==> config.mk <==
export PLATFORM = sky130hd
export DESIGN_NAME = ext_tran_master
export DESIGN_NICKNAME = d
export VERILOG_FILES = /design/src/rtl/ext_tran_pkg.sv /design/src/rtl/ext_tran_lane.sv /design/src/rtl/ext_tran_master.sv
export SDC_FILE = /design/constraint.sdc
export NUM_CORES = 1
export LEC_CHECK = 0
export BUFFER_PORTS_ARGS = -buffer_cell sky130_fd_sc_hd__buf_2
export CELL_PAD_IN_SITES_DETAIL_PLACEMENT = 1
export CELL_PAD_IN_SITES_GLOBAL_PLACEMENT = 2
export CORE_MARGIN = 2
export CORE_UTILIZATION = 28
export CTS_CLUSTER_DIAMETER = 80
export DETAILED_ROUTE_END_ITERATION = 6
export GPL_ROUTABILITY_DRIVEN = 1
export PLACE_DENSITY = 0.87
export SETUP_SLACK_MARGIN = 0.1
export SYNTH_ARGS = -nofsm -noshare
export SYNTH_HDL_FRONTEND = slang
export SYNTH_HIERARCHICAL = 1
export SYNTH_SLANG_ARGS = --single-unit
==> constraint.sdc <==
create_clock -name clk_i -period 2.19 [get_ports clk_i]
set_input_delay 0.657 -clock clk_i [delete_from_list [all_inputs] [get_ports clk_i]]
set_output_delay 0.657 -clock clk_i [all_outputs]
set_load 0.005 [all_outputs]
==> src/rtl/ext_tran_pkg.sv <==
// ext_tran_pkg: size encodings, FSM states and host-bridge control bits shared by both ends of the external transaction link
package ext_tran_pkg;
  localparam logic [1:0] SIZE_BYTE = 2'b00;
  localparam logic [1:0] SIZE_HALF = 2'b01;
  localparam logic [1:0] SIZE_WORD = 2'b10;
  localparam logic [1:0] SIZE_RSVD = 2'b11;
  typedef enum logic [1:0] {IDLE = 2'b00, BUS = 2'b01, DONE = 2'b10} state_e;
  localparam int CPU_RESET      = 0;
  localparam int EXT_MASTER_EN  = 1;
  localparam int TRAN_START     = 2;
  localparam int TRAN_WRITE     = 3;
  localparam int TRAN_CLEAR     = 4;
  localparam int TRAN_SIZE_LOW  = 5;
  localparam int TRAN_SIZE_HIGH = 6;
  function automatic logic misaligned(input logic [1:0] size, input logic [1:0] lane);
    return size == SIZE_RSVD || (size == SIZE_HALF && lane[0]) || (size == SIZE_WORD && lane != 2'b00);
  endfunction
endpackage

==> src/rtl/ext_tran_lane.sv <==
// ext_tran_lane: byte-enable and lane-replicated write data generation plus right-aligned read extraction
module ext_tran_lane
  import ext_tran_pkg::*;
(
  input  logic [1:0]  size_i,
  input  logic [1:0]  lane_i,
  input  logic [31:0] wdata_i,
  input  logic [31:0] rdata_i,
  output logic [3:0]  sel_o,
  output logic [31:0] wdat_o,
  output logic [31:0] rdata_o
);
  logic [31:0] shifted;
  always_comb begin
    shifted = rdata_i >> {lane_i, 3'b000};
    sel_o   = size_i == SIZE_BYTE ? 4'b0001 << lane_i :
              size_i == SIZE_HALF ? (lane_i[1] ? 4'b1100 : 4'b0011) :
              size_i == SIZE_WORD ? 4'b1111 : 4'b0000;
    wdat_o  = size_i == SIZE_BYTE ? {4{wdata_i[7:0]}} :
              size_i == SIZE_HALF ? {2{wdata_i[15:0]}} : wdata_i;
    rdata_o = size_i == SIZE_BYTE ? {24'b0, shifted[7:0]} :
              size_i == SIZE_HALF ? {16'b0, shifted[15:0]} : rdata_i;
  end
endmodule

==> src/rtl/ext_tran_master.sv <==
// ext_tran_master: one host start pulse -> one Wishbone classic cycle with sticky ready/error; EXT_TRAN_TIMEOUT_EN adds an ack timeout abort
module ext_tran_master
  import ext_tran_pkg::*;
#(
  parameter int ADDR_WIDTH     = 32,
  parameter int TIMEOUT_CYCLES = 1024
) (
  input  logic                  clk_i,
  input  logic                  reset_i,
  input  logic                  enable_i,
  input  logic [ADDR_WIDTH-1:0] ext_tran_addr_i,
  input  logic [31:0]           ext_tran_data_i,
  input  logic [1:0]            ext_tran_size_i,
  input  logic                  ext_tran_write_i,
  input  logic                  ext_tran_start_i,
  input  logic                  ext_tran_clear_i,
  output logic [31:0]           ext_tran_data_o,
  output logic                  ext_tran_ready_o,
  output logic                  ext_tran_error_o,
  output logic [ADDR_WIDTH-1:0] wb_adr_o,
  output logic [31:0]           wb_dat_o,
  input  logic [31:0]           wb_dat_i,
  output logic [3:0]            wb_sel_o,
  output logic                  wb_we_o,
  output logic                  wb_cyc_o,
  output logic                  wb_stb_o,
  input  logic                  wb_ack_i,
  input  logic                  wb_err_i
);
  state_e                state_q, state_d;
  logic [ADDR_WIDTH-1:0] adr_q, adr_d;
  logic [31:0]           wdat_q, wdat_d, data_q, data_d;
  logic [3:0]            sel_q, sel_d;
  logic [1:0]            size_q, size_d, lane_q, lane_d;
  logic                  we_q, we_d, cyc_q, cyc_d, ready_q, ready_d, error_q, error_d;
  logic                  start_ok, bad, resp, timeout;
  logic [1:0]            lsize, llane;
  logic [3:0]            lsel;
  logic [31:0]           lwdat, lrdata;
  assign start_ok = ext_tran_start_i & enable_i;
  assign bad      = misaligned(ext_tran_size_i, ext_tran_addr_i[1:0]);
  assign resp     = wb_ack_i | wb_err_i;
  assign lsize    = state_q == IDLE ? ext_tran_size_i : size_q;
  assign llane    = state_q == IDLE ? ext_tran_addr_i[1:0] : lane_q;
  ext_tran_lane u_lane (
    .size_i  (lsize),
    .lane_i  (llane),
    .wdata_i (ext_tran_data_i),
    .rdata_i (wb_dat_i),
    .sel_o   (lsel),
    .wdat_o  (lwdat),
    .rdata_o (lrdata)
  );
`ifdef EXT_TRAN_TIMEOUT_EN
  localparam int CW = TIMEOUT_CYCLES > 2 ? $clog2(TIMEOUT_CYCLES) : 1;
  logic [CW-1:0] cnt_q, cnt_d;
  assign cnt_d   = state_q == BUS ? cnt_q + 1'b1 : '0;
  assign timeout = state_q == BUS && cnt_q == CW'(TIMEOUT_CYCLES - 1);
  always_ff @(posedge clk_i) cnt_q <= !reset_i ? '0 : cnt_d;
`else
  logic unused_timeout;
  assign unused_timeout = TIMEOUT_CYCLES != 0;
  assign timeout        = 1'b0;
`endif
  always_ff @(posedge clk_i) state_q <= !reset_i ? IDLE : state_d;
  always_comb begin
    state_d = state_q == IDLE ? (start_ok ? (bad ? DONE : BUS) : IDLE) :
              state_q == BUS  ? (resp | timeout ? DONE : BUS) :
              (ext_tran_clear_i ? IDLE : DONE);
  end
  always_comb begin
    adr_d   = adr_q;
    wdat_d  = wdat_q;
    data_d  = data_q;
    sel_d   = sel_q;
    size_d  = size_q;
    lane_d  = lane_q;
    we_d    = we_q;
    cyc_d   = cyc_q;
    ready_d = ready_q;
    error_d = error_q;
    if (state_q == IDLE && start_ok) begin
      size_d = ext_tran_size_i;
      lane_d = ext_tran_addr_i[1:0];
      if (bad) begin
        ready_d = 1'b1;
        error_d = 1'b1;
        data_d  = '0;
      end else begin
        cyc_d  = 1'b1;
        we_d   = ext_tran_write_i;
        sel_d  = lsel;
        wdat_d = lwdat;
        adr_d  = {ext_tran_addr_i[ADDR_WIDTH-1:2], 2'b00};
      end
    end
    if (state_q == BUS && (resp | timeout)) begin
      cyc_d   = 1'b0;
      we_d    = 1'b0;
      sel_d   = '0;
      ready_d = 1'b1;
      error_d = wb_err_i | ~resp;
      data_d  = resp & ~wb_err_i & ~we_q ? lrdata : '0;
    end
    if (state_q == DONE && ext_tran_clear_i) begin
      ready_d = 1'b0;
      error_d = 1'b0;
      data_d  = '0;
    end
  end
  always_ff @(posedge clk_i) begin
    if (!reset_i) begin
      adr_q   <= '0;
      wdat_q  <= '0;
      data_q  <= '0;
      sel_q   <= '0;
      size_q  <= '0;
      lane_q  <= '0;
      we_q    <= 1'b0;
      cyc_q   <= 1'b0;
      ready_q <= 1'b0;
      error_q <= 1'b0;
    end else begin
      adr_q   <= adr_d;
      wdat_q  <= wdat_d;
      data_q  <= data_d;
      sel_q   <= sel_d;
      size_q  <= size_d;
      lane_q  <= lane_d;
      we_q    <= we_d;
      cyc_q   <= cyc_d;
      ready_q <= ready_d;
      error_q <= error_d;
    end
  end
  assign ext_tran_data_o  = data_q;
  assign ext_tran_ready_o = ready_q;
  assign ext_tran_error_o = error_q;
  assign wb_adr_o         = adr_q;
  assign wb_dat_o         = wdat_q;
  assign wb_sel_o         = sel_q;
  assign wb_we_o          = we_q;
  assign wb_cyc_o         = cyc_q;
  assign wb_stb_o         = cyc_q;
endmodule
==> flow_metrics.tcl, run 1 <==
set metrics [dict create \
    initial_core_util 0.2862 \
    drtPass1Iterations 4 \
    final_common_cell "buf_2" \
    fp.dieW_um 142.5 \
    cts_max_level 3 \
    drv_cap 0 \
    antenna_cells 0 \
    num_rows 50 \
    cp.required_ns 2.45 \
    startpoint "state_q[1]" \
    yosys_warnings 6 \
    clk_pin_slew_worst_paths_ns 0.07 \
    area_growth_pct 29.30 \
    grt_usage 0.1650 \
    synthArstFlopShare 0 \
    synth_seq_area_share 0.4025 \
    crit_path_start_kind "register" \
    num_vias 4867 \
    postPlaceCellArea_mm2 0.006650 \
    status "completed" \
    via_per_inst 4.872 \
    fmax_ghz 0.4998 \
    critPathMaxFanout 6 \
    synth_edf_count 0 \
    drive_gt1_frac 0.3830 \
    wire_per_inst_um 17.05 \
    drt_wl_total_um 17030 \
    pre_cts_slack_ns -0.01054 \
    grt_pass1_vias 4909 \
    cellPowerDensity_mw_per_mm2 647.3 \
    layout_setup_ws_ns 0.1893 \
    period_share 0.9136 \
    fin_util 0.3701 \
    cts_sinks 108 \
    end_kind "register" \
    place_congestion 0.8169 \
    stdcell_area_mm2 0.006945 \
    grt_pass1_wl_um 26170 \
    drc 0 \
    post_synth.cell_area_avg_um2 9.374 \
    finalHoldViolCount 0 \
    synth_top_flop_cell "dfxtp_1" \
    synth_cell_type_count 40 \
    cts_buffer_depth 2 \
    ir_drop_mv 0.3499 \
    arrival_ns 2.26 \
    layoutNonFillerInstCount 999 \
    hold_class "register to register" \
    insertion_delay_ns 0.36 \
    leakagePower_uw 0.003080 \
    antenna_found_initial 1 \
    numCtsBuffers 9 \
    dp_cells 983 \
    syn-cell-area_mm2 0.005371 \
    min_period_ns 2.001 \
    dieArea_mm2 0.02031 \
    drt-initial-drc-count 252 \
    cts_tree "done" \
    n_fill_cell 2224 \
    fin_skew_ns 0.008688 \
    clockRootBuffer "clkbuf_16" \
    portBuffers 208 \
    setup_violations 0 \
    grt_setup_unrepaired "true" \
    die_h_um 142.5 \
    final_cell_mix "207 x buf_2, 135 x nand2_1, 108 x dfxtp_1, 79 x mux2i_1, 32 x a32o_1" \
    post_cts_buffers 0 \
    grt_max_degree 85 \
    ant_nets 0 \
    ys_seq_elements 108 \
    pin_count 211 \
    timing.rr.start "state_q[1]" \
    crit_type "register to register" \
    dpl.hpwl_um 12510 \
    nets 866 \
    hp-start "ext_tran_ready_o" \
    overflow 0 \
    core_area_mm2 0.01877 \
    syn_inst 573 \
    slew_violations 0 \
]
## synthesized netlist by cell type (all sizes together), types with 4 or more instances
master	instances	share of area
and2	17	0.020
a22oi	16	0.022
o21a	4	0.0056
clkbuf	31	0.022
a21oi	10	0.0093
inv	4	0.0028
a21boi	4	0.0077
mux2i	79	0.15
o21ai	17	0.016
nor2	6	0.0047
buf	33	0.047
mux2	28	0.064
nand2	135	0.094
a32o	32	0.060
o211ai	10	0.014
nor2b	16	0.019
o2bb2ai	8	0.013
dfxtp	108	0.40
## layout make-up
class,count,area [um^2],share of cell area
Timing Repair Buffer,239,1351,0.1946
Inverter,4,15.01,0.002162
Clock buffer,13,250.2,0.03603
Multi-Input combinational cell,398,2851,0.4106
Clock inverter,3,22.52,0.003243
Tap cell,234,292.8,0.04215
Sequential cell,108,2162,0.3113
## power by group
part / leakage [uW] / switching [uW] / internal (uW) / total (uW)
Sequential: 0.000875 / 29.7 / 2020 / 2050
Clock: 0.000122 / 783 / 807 / 1590
Combinational: 0.00208 / 451 / 402 / 853
## kinds of logic (layout without fill, tap and decap cells)
kind of cell,Yosys count,count (layout),share of synthesized area
AO/OA/AOI/OAI,106,106,0.1614
buffers and inverters,68,259,0.07151
flip-flops,108,108,0.4025
multiplexers,107,107,0.2115
other,1,2,0.0006981
AND/OR/NAND/NOR,183,183,0.1523
## state kept, by name, indices dropped and copies added (netlist names)
name	flops
ext_tran_data_o	32
ext_tran_error_o	1
ext_tran_ready_o	1
lane_q	2
size_q	2
state_q	2
wb_adr_o	30
wb_cyc_o	1
wb_dat_o	32
wb_sel_o	4
wb_we_o	1
## metal layers
metal	GRT usage	wire [um]
met2	0.2740	7922
met1	0.1986	7606
met5	0	0
met3	0.04744	1086
met4	0.07191	417
## through the flow
stage	setup TNS [ns]	total power (uW)	hold WS (ns)
floorplan	0	2620	0.4399
global route	0	4717	0.4649
detailed placement	-0.03399	2948	0.4370
CTS	0	4559	0.4479
finish	0	4495	0.4444
global placement	0	2937	0.4322
## worst max-delay path, stage by stage (launching register included)
cell     delay (ns)
dfxtp_1        0.31
nor2_1         0.12
buf_4          0.16
mux2_4         0.34
buf_4          0.18
mux2_4         0.30
a22oi_2        0.16
o21ai_1        0.10
a32o_1         0.21
## worst paths after layout
kind / to / slack (ns) / depth (start not counted)
hold / removal: ext_tran_ready_o / 0.44 / 2
setup / recovery: ext_tran_data_o[3] / 0.19 / 8
hold reg to reg: ext_tran_ready_o / 0.44 / 2
setup reg to reg: ext_tran_data_o[3] / 0.19 / 8
## repair_timing
| item | in CTS | in global routing |
|---|---|---|
| resized for setup | 0 | 7 |
| hold buffers | 0 | 0 |
| endpoints found under the setup margin | 0 | 18 |
(Power assumes the default switching activity.)
==> inputs of run 2 (changes only) <==
--- a/config.mk
+++ b/config.mk
@@ -8,7 +8,7 @@
 export BUFFER_PORTS_ARGS = -buffer_cell sky130_fd_sc_hd__buf_2
 export CELL_PAD_IN_SITES_DETAIL_PLACEMENT = 1
 export CELL_PAD_IN_SITES_GLOBAL_PLACEMENT = 2
-export CORE_MARGIN = 2
+export CORE_MARGIN = 4
 export CORE_UTILIZATION = 28
 export CTS_CLUSTER_DIAMETER = 80
 export DETAILED_ROUTE_END_ITERATION = 6
==> run 2 against run 1 <==
  * Global-route usage shrank 0.74 points
  * Core utilization is 0.69 points higher
  * Clock skew is 0.0027 ns lower
  * Routed wire length is 0.70% higher
  * Sequential cell count unchanged
  * Count of clock-buffer cells in the layout decreased by 4
  * Critical path depth is the same
  * Setup slack improved by 0.014 ns
  * Final cell count grew 0.40%
  * Worst hold slack gained 0.0012 ns
==> flow_metrics.tcl, run 2 (same netlist as run 1, synthesis figures left out) <==
set metrics [dict create \
    clockRootBuffer "clkbuf_16" \
    met3_length_um 1167 \
    layout.area.seq_mm2 0.002162 \
    via_per_inst 4.868 \
    n_fill_cell 2230 \
    wire_per_inst_um 17.10 \
    cts_buffer_depth 2 \
    cts_tree "done" \
    end_kind "register" \
    cts_resized 0 \
    post_cts_buffers 0 \
    grt_max_degree 59 \
    crit_type "register to register" \
    insertion_delay_ns 0.36 \
    fp.dieW_um 146.5 \
    slew_headroom 0.6257 \
    portBuffers 208 \
    critPathMaxFanout 8 \
    overflow 0 \
    area_growth_pct 31.70 \
    grt_usage 0.1576 \
    fin_skew_ns 0.005945 \
    drt_wl_total_um 17150 \
    grt_pass1_vias 5047 \
    wl_met2_um 8327 \
    final_common_cell "buf_2" \
    antenna_cells 0 \
    cellPowerDensity_mw_per_mm2 670.1 \
    drv_cap 0 \
    ant_nets 0 \
    drc 0 \
    min_period_ns 1.987 \
    numCtsBuffers 9 \
    num_rows 50 \
    cp.required_ns 2.44 \
    grt_setup_unrepaired "true" \
    finalHoldViolCount 0 \
    worst_slew_pin_slew_ns 0.5603 \
    num_vias 4883 \
    drt-initial-drc-count 227 \
    status "completed" \
    initial_core_util 0.2862 \
    clk_pin_slew_worst_paths_ns 0.08 \
    dpl.hpwl_um 13020 \
    dieArea_mm2 0.02146 \
    met1_length_um 7450 \
    fmax_ghz 0.5034 \
    cts_max_level 3 \
    die_h_um 146.5 \
    leakagePower_uw 0.003152 \
    slew_violations 0 \
    setup_violations 0 \
    drtPass1Iterations 4 \
    hold_class "register to register" \
    nets 870 \
    place_congestion 0.8339 \
    final_cell_mix "207 x buf_2, 135 x nand2_1, 108 x dfxtp_1, 79 x mux2i_1, 32 x a32o_1" \
    hold_buffers 0 \
    grt_pass1_wl_um 27380 \
    top_layer_used "met4" \
    multi_input_area_mm2 0.002851 \
    pin_count 211 \
    period_share 0.9071 \
    crit_path_start_kind "register" \
    layoutNonFillerInstCount 1003 \
    core_area_mm2 0.01877 \
    dp_cells 987 \
    arrival_ns 2.24 \
    ir_drop_mv 0.3416 \
    fin_util 0.3769 \
    antenna_found_initial 0 \
    cts_sinks 108 \
    drive_gt1_frac 0.3875 \
]
-- run 2: per-layer routing --
layer / up-vias / GRT usage
met5: - / 0
met4: 0 / 0.04374
met3: 12 / 0.04283
met2: 158 / 0.2674
met1: 2341 / 0.1971
li1: 2372 / -
-- run 2: worst max-delay path, stage by stage (launching register included) --
cell,delay (ns)
dfxtp_1,0.32
nor2_1,0.10
buf_4,0.15
mux2_4,0.36
buf_4,0.17
mux2_4,0.29
a22oi_1,0.17
o21ai_1,0.11
a32o_1,0.21
-- run 2: through the flow --
stage / setup WS, ns / power, uW / instance area (um^2) / hold slack [ns] / setup TNS (ns)
final: 0.2035 / 4741 / 7074 / 0.4456 / 0
after global routing: 0.09345 / 4982 / 7074 / 0.4716 / 0
after CTS: 0.1196 / 4807 / 7052 / 0.4485 / 0
after detailed placement: -0.02852 / 2972 / 6730 / 0.4362 / -0.1937
after global placement: -0.01922 / 2959 / 6730 / 0.4342 / -0.05982
after floorplan: 0.2233 / 2620 / 5375 / 0.4399 / 0
-- run 2: final timing paths --
check / startpoint / end / slack, ns / cells after the start
setup / recovery: state_q[1] / ext_tran_data_o[1] / 0.20 / 8
hold / removal: ext_tran_ready_o / ext_tran_ready_o / 0.45 / 2
setup reg to reg: state_q[1] / ext_tran_data_o[1] / 0.20 / 8
hold reg to reg: ext_tran_ready_o / ext_tran_ready_o / 0.45 / 2
-- run 2: layout make-up --
class	instances	area share
inverter	4	0.002122
clock buffer	9	0.03184
multi-input combinational	398	0.4031
sequential	108	0.3056
tap	234	0.04139
clock inverter	7	0.01362
timing repair buffer	243	0.2023
-- run 2: report_power, final --
part	leakage, uW	switching, uW	internal (uW)
clock network	0.000160	804	1010
registers	0.000875	30.5	2020
logic	0.00212	453	421
==> inputs of run 3 (changes only) <==
--- a/config.mk
+++ b/config.mk
@@ -5,15 +5,16 @@
 export SDC_FILE = /design/constraint.sdc
 export NUM_CORES = 1
 export LEC_CHECK = 0
+export ABC_AREA = 1
 export BUFFER_PORTS_ARGS = -buffer_cell sky130_fd_sc_hd__buf_2
 export CELL_PAD_IN_SITES_DETAIL_PLACEMENT = 1
 export CELL_PAD_IN_SITES_GLOBAL_PLACEMENT = 2
 export CORE_MARGIN = 4
-export CORE_UTILIZATION = 28
+export CORE_UTILIZATION = 24
 export CTS_CLUSTER_DIAMETER = 80
 export DETAILED_ROUTE_END_ITERATION = 6
 export GPL_ROUTABILITY_DRIVEN = 1
-export PLACE_DENSITY = 0.87
+export PLACE_DENSITY = 0.85
 export SETUP_SLACK_MARGIN = 0.1
 export SYNTH_ARGS = -nofsm -noshare
 export SYNTH_HDL_FRONTEND = slang
==> run 3 against run 2 <==
  * Die area grew 9.5%
  * Synthesized area fell by 5.7%
  * Maximum frequency up 0.70%
  * Critical path type unchanged
  * Largest power group unchanged
==> flow_metrics.tcl, run 3 <==
set metrics [dict create \
    period_share 0.9008 \
    num_vias 5400 \
    cpPeakStageDelay_ns 0.46 \
    fin_skew_ns 0.008957 \
    min_period_ns 1.973 \
    cp.required_ns 2.48 \
    leakagePower_uw 0.003326 \
    synth_edf_count 0 \
    final_cell_mix "208 x buf_2, 201 x nand2_1, 139 x nor2_1, 108 x dfxtp_1, 76 x o21ai_0" \
    insertion_delay_ns 0.36 \
    synthArstFlopShare 0 \
    yosys.cell_count.top_type "nand2_1" \
    num_rows 52 \
    synth_seq_area_share 0.4268 \
    slew_violations 0 \
    clockRootBuffer "clkbuf_16" \
    ant_nets 0 \
    drt-initial-drc-count 309 \
    n_fill_cell 2699 \
    drtPass1Iterations 4 \
    cts_sinks 108 \
    finalHoldViolCount 0 \
    grt_max_degree 64 \
    stdcell_area_mm2 0.006744 \
    synth_commonest_cells "201 x nand2_1, 140 x nor2_1, 108 x dfxtp_1" \
    fp.dieW_um 153.3 \
    clk_pin_slew_worst_paths_ns 0.08 \
    end_kind "register" \
    critPathMaxFanout 15 \
    grt_setup_unrepaired "true" \
    ys_seq_elements 108 \
    pin_count 211 \
    postPlaceCellArea_mm2 0.006360 \
    numCtsBuffers 9 \
    netlist.area_leader.share 0.4268 \
    crit_chain "nor2_2 > o21ai_1 > inv_2 > nor2_4 > nand2_1 > nand3_1 > nand2_1 > nand2_1 > nand2_1 > a21oi_1" \
    cp_common_cell "nand2_1" \
    critPathSlowestCell "dfxtp_1" \
    hold_buffers 0 \
    holdWs_ns 0.4497 \
    drive_gt1_frac 0.2871 \
    fmax_ghz 0.5069 \
    syn_inst 753 \
    wire_per_inst_um 15.49 \
    final_common_cell "buf_2" \
    grt-busiest-layer "met2" \
    grtUsageMet2 0.2507 \
    layout.area.seq_mm2 0.002162 \
    cellPowerDensity_mw_per_mm2 704.7 \
    via_per_inst 4.415 \
    pre_cts_slack_ns -0.002752 \
    crit_type "register to register" \
    drv_cap 0 \
    met3_usage 0.03478 \
    synth.area.top_cells "dfxtp_1 43%, nand2_1 15%, nor2_1 10%" \
    syn-cell-area_mm2 0.005066 \
    die_h_um 153.3 \
    dpl.hpwl_um 14180 \
    cts_tree "done" \
    crit_path_start_kind "register" \
    place_congestion 0.8035 \
    startpoint "state_q[0]" \
    setup_violations 0 \
    grt_usage 0.1568 \
    overflow 0 \
    core_area_mm2 0.02049 \
    status "completed" \
    initial_core_util 0.2472 \
    drc 0 \
    post_synth.cell_area_avg_um2 6.728 \
    grt_pass1_wl_um 30070 \
    yosysTopAreaCell "dfxtp_1" \
    synth_cell_type_count 24 \
    ir_drop_mv 0.3688 \
    synth_top_flop_cell "dfxtp_1" \
    cts_buffer_depth 2 \
    antenna_found_initial 2 \
    grt_pass1_vias 5353 \
    portBuffers 208 \
    nets 1052 \
    timing.rr.start "state_q[0]" \
    met1_usage 0.2128 \
    drt_wl_total_um 18950 \
    area_growth_pct 33.12 \
    arrival_ns 2.26 \
    hp-start "ext_tran_ready_o" \
    dieArea_mm2 0.02350 \
    cts_max_level 3 \
    multi_input_area_mm2 0.002417 \
    hold_class "register to register" \
    yosys_warnings 6 \
    layout_setup_ws_ns 0.2172 \
]
[run 3: through the flow]
step	TNS (ns)	power [uW]	instances	util
3_3_place_gp	0	2988	1198	0.3103
2_1_floorplan	0	2622	754	-
6_report	0	4752	1223	0.3291
5_1_grt	0	5049	1223	0.3291
4_1_cts	0	4837	1214	0.3262
3_5_place_dp	-0.002752	2996	1198	0.3103
[run 3: kinds of logic after synthesis]
logic type             count (synthesis)  synth area share
other                                  1         0.0007402
DFF                                  108            0.4268
buffers and inverters                 99            0.1008
AOI/OAI and AO/OA                    137            0.1405
and+or+nand+nor                      408            0.3312
[run 3: worst max-delay path, delay by kind of cell (launching register included)]
kind                   cells  cell delay (ns)
AND/OR/NAND/NOR            7             0.88
flip-flops                 1             0.46
AO/OA/AOI/OAI              2             0.46
buffers and inverters      1             0.12
[run 3: area by class of cell]
type                       count  share of cell area
tap                          270             0.05009
clock buffer                   9             0.03340
inverter                      44             0.02449
timing repair buffer         235              0.1974
clock inverter                 7             0.01484
sequential                   108              0.3206
antenna                        2           0.0007421
multi-input combinational    548              0.3584
[run 3: report_power, final]
group | internal, uW | switching (uW) | leakage, uW
Clock | 930 | 861 | 0.000158
Combinational | 348 | 527 | 0.00229
Sequential | 2050 | 40.8 | 0.000878
Total | 3320 | 1430 | 0.00333
[run 3: path summary, 6_finish.rpt]
check                                     endpoint  cells past startpoint  slack (ns)
worst max-delay path            ext_tran_data_o[7]                     10        0.22
worst min-delay path              ext_tran_ready_o                      2        0.45
worst max register to register  ext_tran_data_o[7]                     10        0.22
worst min register to register    ext_tran_ready_o                      2        0.45
[run 3: timing repair]
| action | 4_1_cts | 5_1_grt |
|---|---|---|
| endpoints found under the setup margin | 0 | 21 |
| gates resized for setup | 0 | 5 |
| buffers inserted | 0 | 6 |
[run 3: per-layer routing]
layer / up-vias / share of wire
li1: 2772 / -
met1: 2491 / 0.48
met2: 119 / 0.46
met3: 18 / 0.045
met4: 0 / 0.016
met5: - / 0
